File: src/rtl/pipe_control.sv
// pipe_control: DLX instruction decode in ID, load-use interlock, taken-branch
// flush and EX operand forwarding over three registered stages
// (ID/EX, EX/MEM, MEM/WB).
module pipe_control #(
    parameter int RA_W      = 5,
    parameter int LINK_REG  = 31,
    parameter bit INTERLOCK = 1'b1
) (
    input  logic            clk,
    input  logic            rst,
    input  logic [31:0]     inst_id,
    input  logic            valid_id,
    input  logic            taken_ex,
    output logic            stall,
    output logic            flush,
    output logic [31:0]     ex_ctl,
    output logic [7:0]      mem_ctl,
    output logic            wb_reg_wr,
    output logic [RA_W-1:0] wb_dest,
    output logic [1:0]      fwd_a,
    output logic [1:0]      fwd_b,
    output logic            hazard
);

    typedef struct packed {
        logic mem_wr;
        logic sb;
        logic sh;
        logic lb;
        logic lh;
        logic load_extend;
        logic mem_to_reg;
    } mem_bits_t;

    typedef struct packed {
        logic [31:0]     ex;
        mem_bits_t       mem;
        logic            reg_wr;
        logic [RA_W-1:0] dest;
        logic [RA_W-1:0] rs1;
        logic [RA_W-1:0] rs2;
        logic            valid;
    } stage_t;

    stage_t          idex_q, idex_d;
    stage_t          exmem_q, exmem_d;
    stage_t          memwb_q, memwb_d;
    stage_t          dec;
    mem_bits_t       dec_mem;

    logic [5:0]      opcode;
    logic [5:0]      func_code;
    logic            is_rtype;
    logic            branch_z, branch_nz, jmp, jmp_r;
    logic            imm_inst, imm_extend, lhi, link;
    logic            reg_wr_raw, rs1_used, rs2_used;
    logic [RA_W-1:0] rs1_id, rs2_id, rd_id, dest_id;
    logic            hazard_raw;
    logic            unused_bits;

    assign opcode = inst_id[31:26];
    assign rs1_id = RA_W'(inst_id[25:21]);
    assign rs2_id = RA_W'(inst_id[20:16]);
    assign rd_id  = RA_W'(inst_id[15:11]);

    // The shift-amount field and the WB copies of operands/control are carried but never consumed
    assign unused_bits = ^{inst_id[10:6], memwb_q.ex, memwb_q.mem, memwb_q.rs1,
                           memwb_q.rs2, memwb_q.valid};

    // Decode the ID instruction through the DLX opcode table into a full stage record
    always_comb begin
        is_rtype   = (opcode == 6'h00) || (opcode == 6'h01);
        branch_z   = 1'b0;
        branch_nz  = 1'b0;
        jmp        = 1'b0;
        jmp_r      = 1'b0;
        imm_inst   = 1'b1;
        imm_extend = 1'b1;
        lhi        = 1'b0;
        link       = 1'b0;
        func_code  = inst_id[5:0];
        dec_mem    = '0;
        dec_mem.load_extend = 1'b1;
        reg_wr_raw = 1'b1;
        rs1_used   = 1'b1;
        rs2_used   = 1'b0;
        case (opcode)
            6'h00, 6'h01: begin imm_inst = 1'b0; rs2_used = 1'b1; end
            6'h02: begin jmp = 1'b1; reg_wr_raw = 1'b0; rs1_used = 1'b0; end
            6'h03: begin jmp = 1'b1; link = 1'b1; rs1_used = 1'b0; end
            6'h04: begin branch_z = 1'b1; reg_wr_raw = 1'b0; end
            6'h05: begin branch_nz = 1'b1; reg_wr_raw = 1'b0; end
            6'h08: func_code = 6'h20;
            6'h09: func_code = 6'h21;
            6'h0a: func_code = 6'h22;
            6'h0b: func_code = 6'h23;
            6'h0c: begin func_code = 6'h24; imm_extend = 1'b0; end
            6'h0d: begin func_code = 6'h25; imm_extend = 1'b0; end
            6'h0e: begin func_code = 6'h26; imm_extend = 1'b0; end
            6'h0f: begin lhi = 1'b1; rs1_used = 1'b0; end
            6'h12: begin jmp_r = 1'b1; reg_wr_raw = 1'b0; end
            6'h13: begin jmp_r = 1'b1; link = 1'b1; end
            6'h14: func_code = 6'h04;
            6'h16: func_code = 6'h06;
            6'h17: func_code = 6'h07;
            6'h18: func_code = 6'h28;
            6'h19: func_code = 6'h29;
            6'h1a: func_code = 6'h2a;
            6'h1b: func_code = 6'h2b;
            6'h1c: func_code = 6'h2c;
            6'h1d: func_code = 6'h2d;
            6'h20: begin dec_mem.lb = 1'b1; dec_mem.mem_to_reg = 1'b1; func_code = 6'h20; end
            6'h21: begin dec_mem.lh = 1'b1; dec_mem.mem_to_reg = 1'b1; func_code = 6'h20; end
            6'h23: begin dec_mem.mem_to_reg = 1'b1; func_code = 6'h20; end
            6'h24: begin
                dec_mem.lb = 1'b1; dec_mem.load_extend = 1'b0;
                dec_mem.mem_to_reg = 1'b1; func_code = 6'h20;
            end
            6'h25: begin
                dec_mem.lh = 1'b1; dec_mem.load_extend = 1'b0;
                dec_mem.mem_to_reg = 1'b1; func_code = 6'h20;
            end
            6'h28: begin
                dec_mem.mem_wr = 1'b1; dec_mem.sb = 1'b1;
                reg_wr_raw = 1'b0; rs2_used = 1'b1; func_code = 6'h20;
            end
            6'h29: begin
                dec_mem.mem_wr = 1'b1; dec_mem.sh = 1'b1;
                reg_wr_raw = 1'b0; rs2_used = 1'b1; func_code = 6'h20;
            end
            6'h2b: begin
                dec_mem.mem_wr = 1'b1;
                reg_wr_raw = 1'b0; rs2_used = 1'b1; func_code = 6'h20;
            end
            default: ;
        endcase

        if (is_rtype)
            dest_id = rd_id;
        else if (link)
            dest_id = RA_W'(LINK_REG);
        else
            dest_id = rs2_id;

        dec.ex     = {branch_z, branch_nz, jmp, jmp_r, imm_inst, imm_extend, lhi, link,
                      func_code, 18'd0};
        dec.mem    = dec_mem;
        dec.reg_wr = reg_wr_raw && (dest_id != '0);
        dec.dest   = dest_id;
        dec.rs1    = rs1_id;
        dec.rs2    = rs2_id;
        dec.valid  = 1'b1;
    end

    // Load-use detection against the load sitting in EX; a taken branch overrides the stall
    always_comb begin
        hazard_raw = idex_q.valid && idex_q.mem.mem_to_reg && (idex_q.dest != '0) && valid_id &&
                     ((rs1_used && (idex_q.dest == rs1_id)) ||
                      (rs2_used && (idex_q.dest == rs2_id)));
        hazard = hazard_raw && !rst;
        flush  = taken_ex && !rst;
        stall  = INTERLOCK && hazard_raw && !taken_ex && !rst;
    end

    // Next stage contents: ID/EX takes a bubble on flush, stall or empty ID; later stages always advance
    always_comb begin
        idex_d = dec;
        if (taken_ex || !valid_id || stall)
            idex_d = '0;
        exmem_d = idex_q;
        memwb_d = exmem_q;
    end

    // Stage registers; reset fills every stage with a bubble immediately
    always_ff @(posedge clk or posedge rst) begin
        if (rst) begin
            idex_q  <= '0;
            exmem_q <= '0;
            memwb_q <= '0;
        end else begin
            idex_q  <= idex_d;
            exmem_q <= exmem_d;
            memwb_q <= memwb_d;
        end
    end

    // Operand source selection for EX; the younger MEM-stage result wins over WB
    always_comb begin
        fwd_a = 2'b00;
        if (exmem_q.reg_wr && (exmem_q.dest != '0) && (exmem_q.dest == idex_q.rs1))
            fwd_a = 2'b01;
        else if (memwb_q.reg_wr && (memwb_q.dest != '0) && (memwb_q.dest == idex_q.rs1))
            fwd_a = 2'b10;
        fwd_b = 2'b00;
        if (exmem_q.reg_wr && (exmem_q.dest != '0) && (exmem_q.dest == idex_q.rs2))
            fwd_b = 2'b01;
        else if (memwb_q.reg_wr && (memwb_q.dest != '0) && (memwb_q.dest == idex_q.rs2))
            fwd_b = 2'b10;
    end

    assign ex_ctl    = idex_q.ex;
    assign mem_ctl   = {exmem_q.mem, exmem_q.valid};
    assign wb_reg_wr = memwb_q.reg_wr;
    assign wb_dest   = memwb_q.dest;

endmodule

File: config.mk
export PLATFORM = sky130hd
export DESIGN_NAME = pipe_control
export DESIGN_NICKNAME = d
export VERILOG_FILES = /design/src/rtl/pipe_control.sv
export SDC_FILE = /design/constraint.sdc
export NUM_CORES = 1
export LEC_CHECK = 0
export BUFFER_PORTS_ARGS = -buffer_cell sky130_fd_sc_hd__buf_2
export CAP_MARGIN = 20
export CORE_UTILIZATION = 47
export CTS_BUF_LIST = sky130_fd_sc_hd__clkbuf_16
export DETAILED_ROUTE_END_ITERATION = 10
export PLACE_DENSITY = 0.77
export SLEW_MARGIN = 30
export SYNTH_ARGS = -nofsm -noshare
export SYNTH_HDL_FRONTEND = slang
export SYNTH_SLANG_ARGS = --single-unit
File: constraint.sdc
create_clock -name clk -period 1.9 [get_ports clk]
set_input_delay 0.19 -clock clk [delete_from_list [all_inputs] [get_ports clk]]
set_output_delay 0.19 -clock clk [all_outputs]
set_load 0.01 [all_outputs]
* Word-level counts from Yosys, hierarchy flattened
Cells that the tools add are included.
Widths: inputs -> output; s select.
** Storage, ports and cells
- Input bits :: 36
- Register bits :: 76
- Output and inout bits :: 53
- Word-level logic and storage cells :: 132
** Cells by class
- Muxes and demuxes :: 26
- Reductions and logical operators :: 43
- Equality and inequality tests :: 38
** Operators by type and width (number)
- $pmux 6 s16 :: 1
- $eq 6x5->1 const B :: 11
- $mux 56 :: 1
- $eq 6x4->1 const B :: 8
- $eq 6x6->1 const B :: 8
- $eq 5x5->1 :: 6
- $reduce_bool 5->1 :: 4
- $mux 1 :: 18
- $logic_and 1x1->1 :: 17
- $reduce_or 2->1 :: 7
- $eq 6x2->1 const B :: 2
- $eq 6x3->1 const B :: 2
- $mux 5 :: 2
- $reduce_or 5->1 :: 2
- $reduce_or 3->1 :: 3
- $reduce_or 9->1 :: 1
- $mux 2 :: 4
- $reduce_or 7->1 :: 1
- $eq 6x1->1 const B :: 1
- $logic_not 6->1 :: 1
- $logic_or 1x1->1 :: 4
- $logic_not 1->1 :: 3

* Logic depth before layout (Yosys ltp)
- Depth after elaboration :: 10
- Depth in mapped cells :: 8
- Gate-level depth less buffers :: 6

* Worst setup path before layout
Ideal clock, no wire load.
- Path kind :: reg2out
- From :: reg exmem_q[12] in the netlist's numbering
- To :: out fwd_a[1]
- Arrival :: 1.692 ns
- Path buffers :: 0
- Setup slack :: 0.018 ns
- Cell stages (with the launch flop) :: 5
- Required time :: 1.710 ns
- Path through :: dfrtp_1 > or4_1 > o21ai_0 > nor4_1 > nor4_1
** Between the ends
- Word-level cells in the longest chain between the ends :: 4
- Elaborated cells on any way between the ends :: 5
- Classes of those cells :: eq/ne (1); mux (1); reduce/logical (3)
** RTL lines
- start, declared :: RTL line 46 : stage_t exmem_q, exmem_d;
- start signal, assigned :: RTL line 182 : exmem_q <= exmem_d;
- $reduce_bool 5->1 :: RTL line 190 : if (exmem_q.reg_wr && (exmem_q.dest != '0) && (exmem_q.dest == idex_q.rs1))
- $logic_and 1x1->1 :: RTL line 190
- $logic_and 1x1->1 * :: RTL line 190
- $mux 2 * :: RTL line 190
- end, declared :: RTL line 20 : output logic [1:0] fwd_a,
Mark *: on every way between the ends. The rest lies on a longest branch, timed or not.

* Worst setup path in the final report
- From :: reg memwb_q, in the netlist wb_dest[1]
- To :: out fwd_a[1]
** Between the ends
- Word-level cells in the longest chain between the ends :: 5
- Elaborated cells on any way between the ends :: 6
- Classes of those cells :: eq/ne (1); mux (2); reduce/logical (3)
** RTL lines
- start, declared :: RTL line 47 : stage_t memwb_q, memwb_d;
- start signal, assigned :: RTL line 183 : memwb_q <= memwb_d;
- $reduce_bool 5->1 :: RTL line 192 : else if (memwb_q.reg_wr && (memwb_q.dest != '0) && (memwb_q.dest == idex_q.rs1))
- $logic_and 1x1->1 :: RTL line 192
- $logic_and 1x1->1 * :: RTL line 192
- $mux 2 * :: RTL line 192
- $mux 2 * :: RTL line 190
Marks and branches as above.

==> results.py <==
metrics = {
    "outcome": {
        "status": "finished with violations",
        "violations": "setup timing",
    },
    "layout": {
        "diodes": 0,
        "nFillCells": 403,
        "syn2layout_area_growth_pct": 43.4,
        "fin_nets": 399,
        "drive_gt1_frac": 0.524,
        "final_area_um2": 4280,
    },
    "timing": {
        "max_freq_mhz": 481,
        "slew_headroom": 0.649,
        "finalCritPeriodShare": 1.09,
        "fin_crit_ns": 2.08,
        "slew_violations": 0,
        "setup_slack_ns": -0.178,
        "skew_ns": 0.00667,
        "rsz0062_at_grt": "true",
        "hold_viol_final": 0,
        "finalSetupViolCount": 41,
        "worst_pin_slew_ns": 0.526,
    },
    "power_and_ir_drop": {
        "power_frac_seq": 0.383,
        "combPwrFrac": 0.158,
        "switchingPower_uw": 894,
        "p_clk_frac": 0.459,
        "power_density_nw_per_um2": 799,
        "vdd_drop_max_mv": 0.586,
        "p_leak_nw": 2.08,
        "switching_share": 0.261,
        "p_int_mw": 2.52,
    },
    "cts": {
        "clockRootBuffer": "clkbuf_16",
        "cts_buffer_depth": 2,
        "cts_tree": "built",
        "clk_latency_ns": 0.33,
        "htree_levels": 3,
        "clock_sinks": 58,
        "path_clk_slew_ns": 0.05,
        "cts_buffers": 9,
    },
    "run": {
        "maxCapViolCount": 0,
    },
    "critical_path": {
        "cp.arrival_ns": 1.89,
        "critPathBufInv": 2,
        "cp_top_family": "simple AND/OR/NAND/NOR gates",
        "crit_chain": "buf_4 > xor2_1 > or4_4 > nor4_4 > buf_2",
        "cp-start-kind": "flop",
        "critPathSlowestCell": "or4_4",
        "required_ns": 1.71,
        "slowest_delay_ns": 0.45,
        "cp_max_fo": 3,
        "critical_path_class": "flop to output port",
        "end_kind": "output port",
    },
    "detailed_routing": {
        "drt.antenna.violating_nets": 0,
        "route.detailed.drc": 0,
        "totalWireLength_mm": 7.70,
        "dr.pass1.iters": 4,
        "avgRoutedWirePerCell_um": 17.4,
        "drtIter0Drc": 94,
        "vias": 2356,
        "viasPerCell": 5.32,
    },
    "placed_design": {
        "gp_congestion": 0.882,
        "dpl.hpwl_mm": 4.61,
        "dpl_worst_slack_ns": -0.0500,
        "numPortBuffers": 65,
        "dpl_cell_area_um2": 3280,
    },
    "synth": {
        "synth_ff_type": "dfrtp_1",
        "synth_edf_count": 0,
        "synth_area_leaders": "dfrtp_1 (49%), buf_4 (10%), xnor2_1 (5.3%)",
        "syn_inst": 280,
        "yosysTopAreaCell": "dfrtp_1",
        "asyncSetResetFlopFracSynth": 1.00,
        "synth_area_per_cell_um2": 10.7,
        "syn-cell-area_um2": 2990,
        "yosysWarningCount": 0,
        "synth_common_cells": "dfrtp_1 (58), buf_4 (41), xnor2_1 (18), nor2_1 (17), xor2_1 (15)",
        "synth_cell_types": 50,
        "seq_area_frac_synth": 0.486,
        "synth_most_common_cell": "dfrtp_1",
        "synth-seq-cells": 58,
        "yosys.area.top_type_share": 0.486,
    },
    "floorplan": {
        "dieArea_um2": 6670,
        "fp.coreArea_um2": 6030,
        "num_io_pins": 89,
        "placementRows": 28,
        "die_w_um": 81.7,
        "die_h_um": 81.7,
        "start_util": 0.495,
    },
    "global_route": {
        "grt_pass1_vias": 2211,
        "antenna_found_initial": 0,
        "grt_max_degree": 36,
        "grt_remaining_overflow": 0,
        "grtUsageTotal": 0.214,
        "grt_pass1_wl_mm": 10.2,
    },
    "min_path": {
        "hold_path_class": "input pin to flop",
    },
}
[final cells by class]
class | instances | area [um2] | share of cell area
Inverter | 6 | 30.0 | 0.00702
Clock buffer | 9 | 225 | 0.0526
Tap cell | 75 | 93.8 | 0.0219
Clock inverter | 7 | 70.1 | 0.0164
Sequential cell | 58 | 1450 | 0.340
Multi-Input combinational cell | 181 | 1630 | 0.380
Timing Repair inverter | 1 | 11.3 | 0.00263
Timing Repair Buffer | 106 | 769 | 0.180
[through the flow]
stage                     hold WS (ns)  power (mW)  cells   util  setup TNS (ns)
after floorplan                  0.319        1.60    297      -               0
after global placement           0.255        1.69    408  0.545        -0.00951
after detailed placement         0.265        1.70    408  0.545          -0.500
after CTS                       0.0918        3.32    435  0.636           -1.51
after global routing             0.129        3.56    443  0.710           -7.27
final                            0.112        3.42    443  0.710           -4.81
[layout by cell type, fill, tap and decap left out, drive strengths merged, types with 2 or more instances in the layout]
cell type	n
buf	105
dfrtp	58
conb	18
xnor2	18
nor2	17
xor2	15
nor3	13
and2	12
nor4	10
clkbuf	9
inv	9
or4	7
o21ai	7
nand3	7
nand2	6
nor2b	6
a21oi	6
o22ai	6
and3	4
a22oi	3
a32oi	3
clkinvlp	3
a41oi	2
mux2	2
o32ai	2
or3	2
a211oi	2
[flip-flops by register name (all words and copies together), names as in the netlist]
name / cells
wb_dest: 5
mem_ctl: 8
exmem_q: 6
exmem_d: 24
ex_ctl: 14
wb_reg_wr: 1
[tightest hold or removal path, stage by stage]
cell,delay (ns)
buf_2,0.08
a32oi_1,0.06
nor2_2,0.07
[final timing paths]
path,depth (start not counted),from,slack (ns),to
max in group asynchronous,4,rst,0.83,exmem_d[15]$_DFF_PP0_
worst max register to register,7,exmem_d[12]$_DFF_PP0_,-0.17,exmem_d[17]$_DFF_PP0_
worst max-delay path,5,wb_dest[1]$_DFF_PP0_,-0.18,fwd_a[1]
worst min register to register,0,exmem_d[22]$_DFF_PP0_,0.35,mem_ctl[6]$_DFF_PP0_
min in group asynchronous,3,rst,0.50,exmem_d[21]$_DFF_PP0_
worst min-delay path,3,inst_id[3],0.11,ex_ctl[21]$_DFF_PP0_
[power by group through the flow]
| stage | Sequential, mW | Combinational, mW | Clock (mW) |
|---|---|---|---|
| 6_report | 1.31 | 0.540 | 1.57 |
| 5_1_grt | 1.31 | 0.581 | 1.66 |
| 3_5_place_dp | 1.33 | 0.373 | 0 |
| 2_1_floorplan | 1.33 | 0.275 | 0 |
| 3_3_place_gp | 1.33 | 0.363 | 0 |
| 4_1_cts | 1.31 | 0.433 | 1.58 |
[logic make-up after synthesis]
| family | synth area share |
|---|---|
| and+or+nand+nor | 0.179 |
| AOI/OAI and AO/OA | 0.0914 |
| muxes | 0.0109 |
| DFF | 0.486 |
| other | 0.00126 |
| xor gates and xnor gates | 0.0968 |
| buffers and inverters | 0.135 |
[layer usage]
layer  part of all wire  vias up  GRT usage  routed length (um)
li1                   -     1088          -                   -
met1               0.38     1152      0.252                2950
met2               0.53       95      0.364                4070
met3              0.060       21     0.0500                 460
met4              0.028        0      0.112                 212
met5                  0        -          0                   0
[repair_timing]
action,in CTS,in global routing
pin swaps,17,25
resized for setup,37,72
hold endpoints to repair,23,0
setup buffers,8,10
hold buffers,1,0
endpoints found under the setup margin,25,42
gates cloned,2,0
Note: power is estimated with default switching activity, not from simulation.
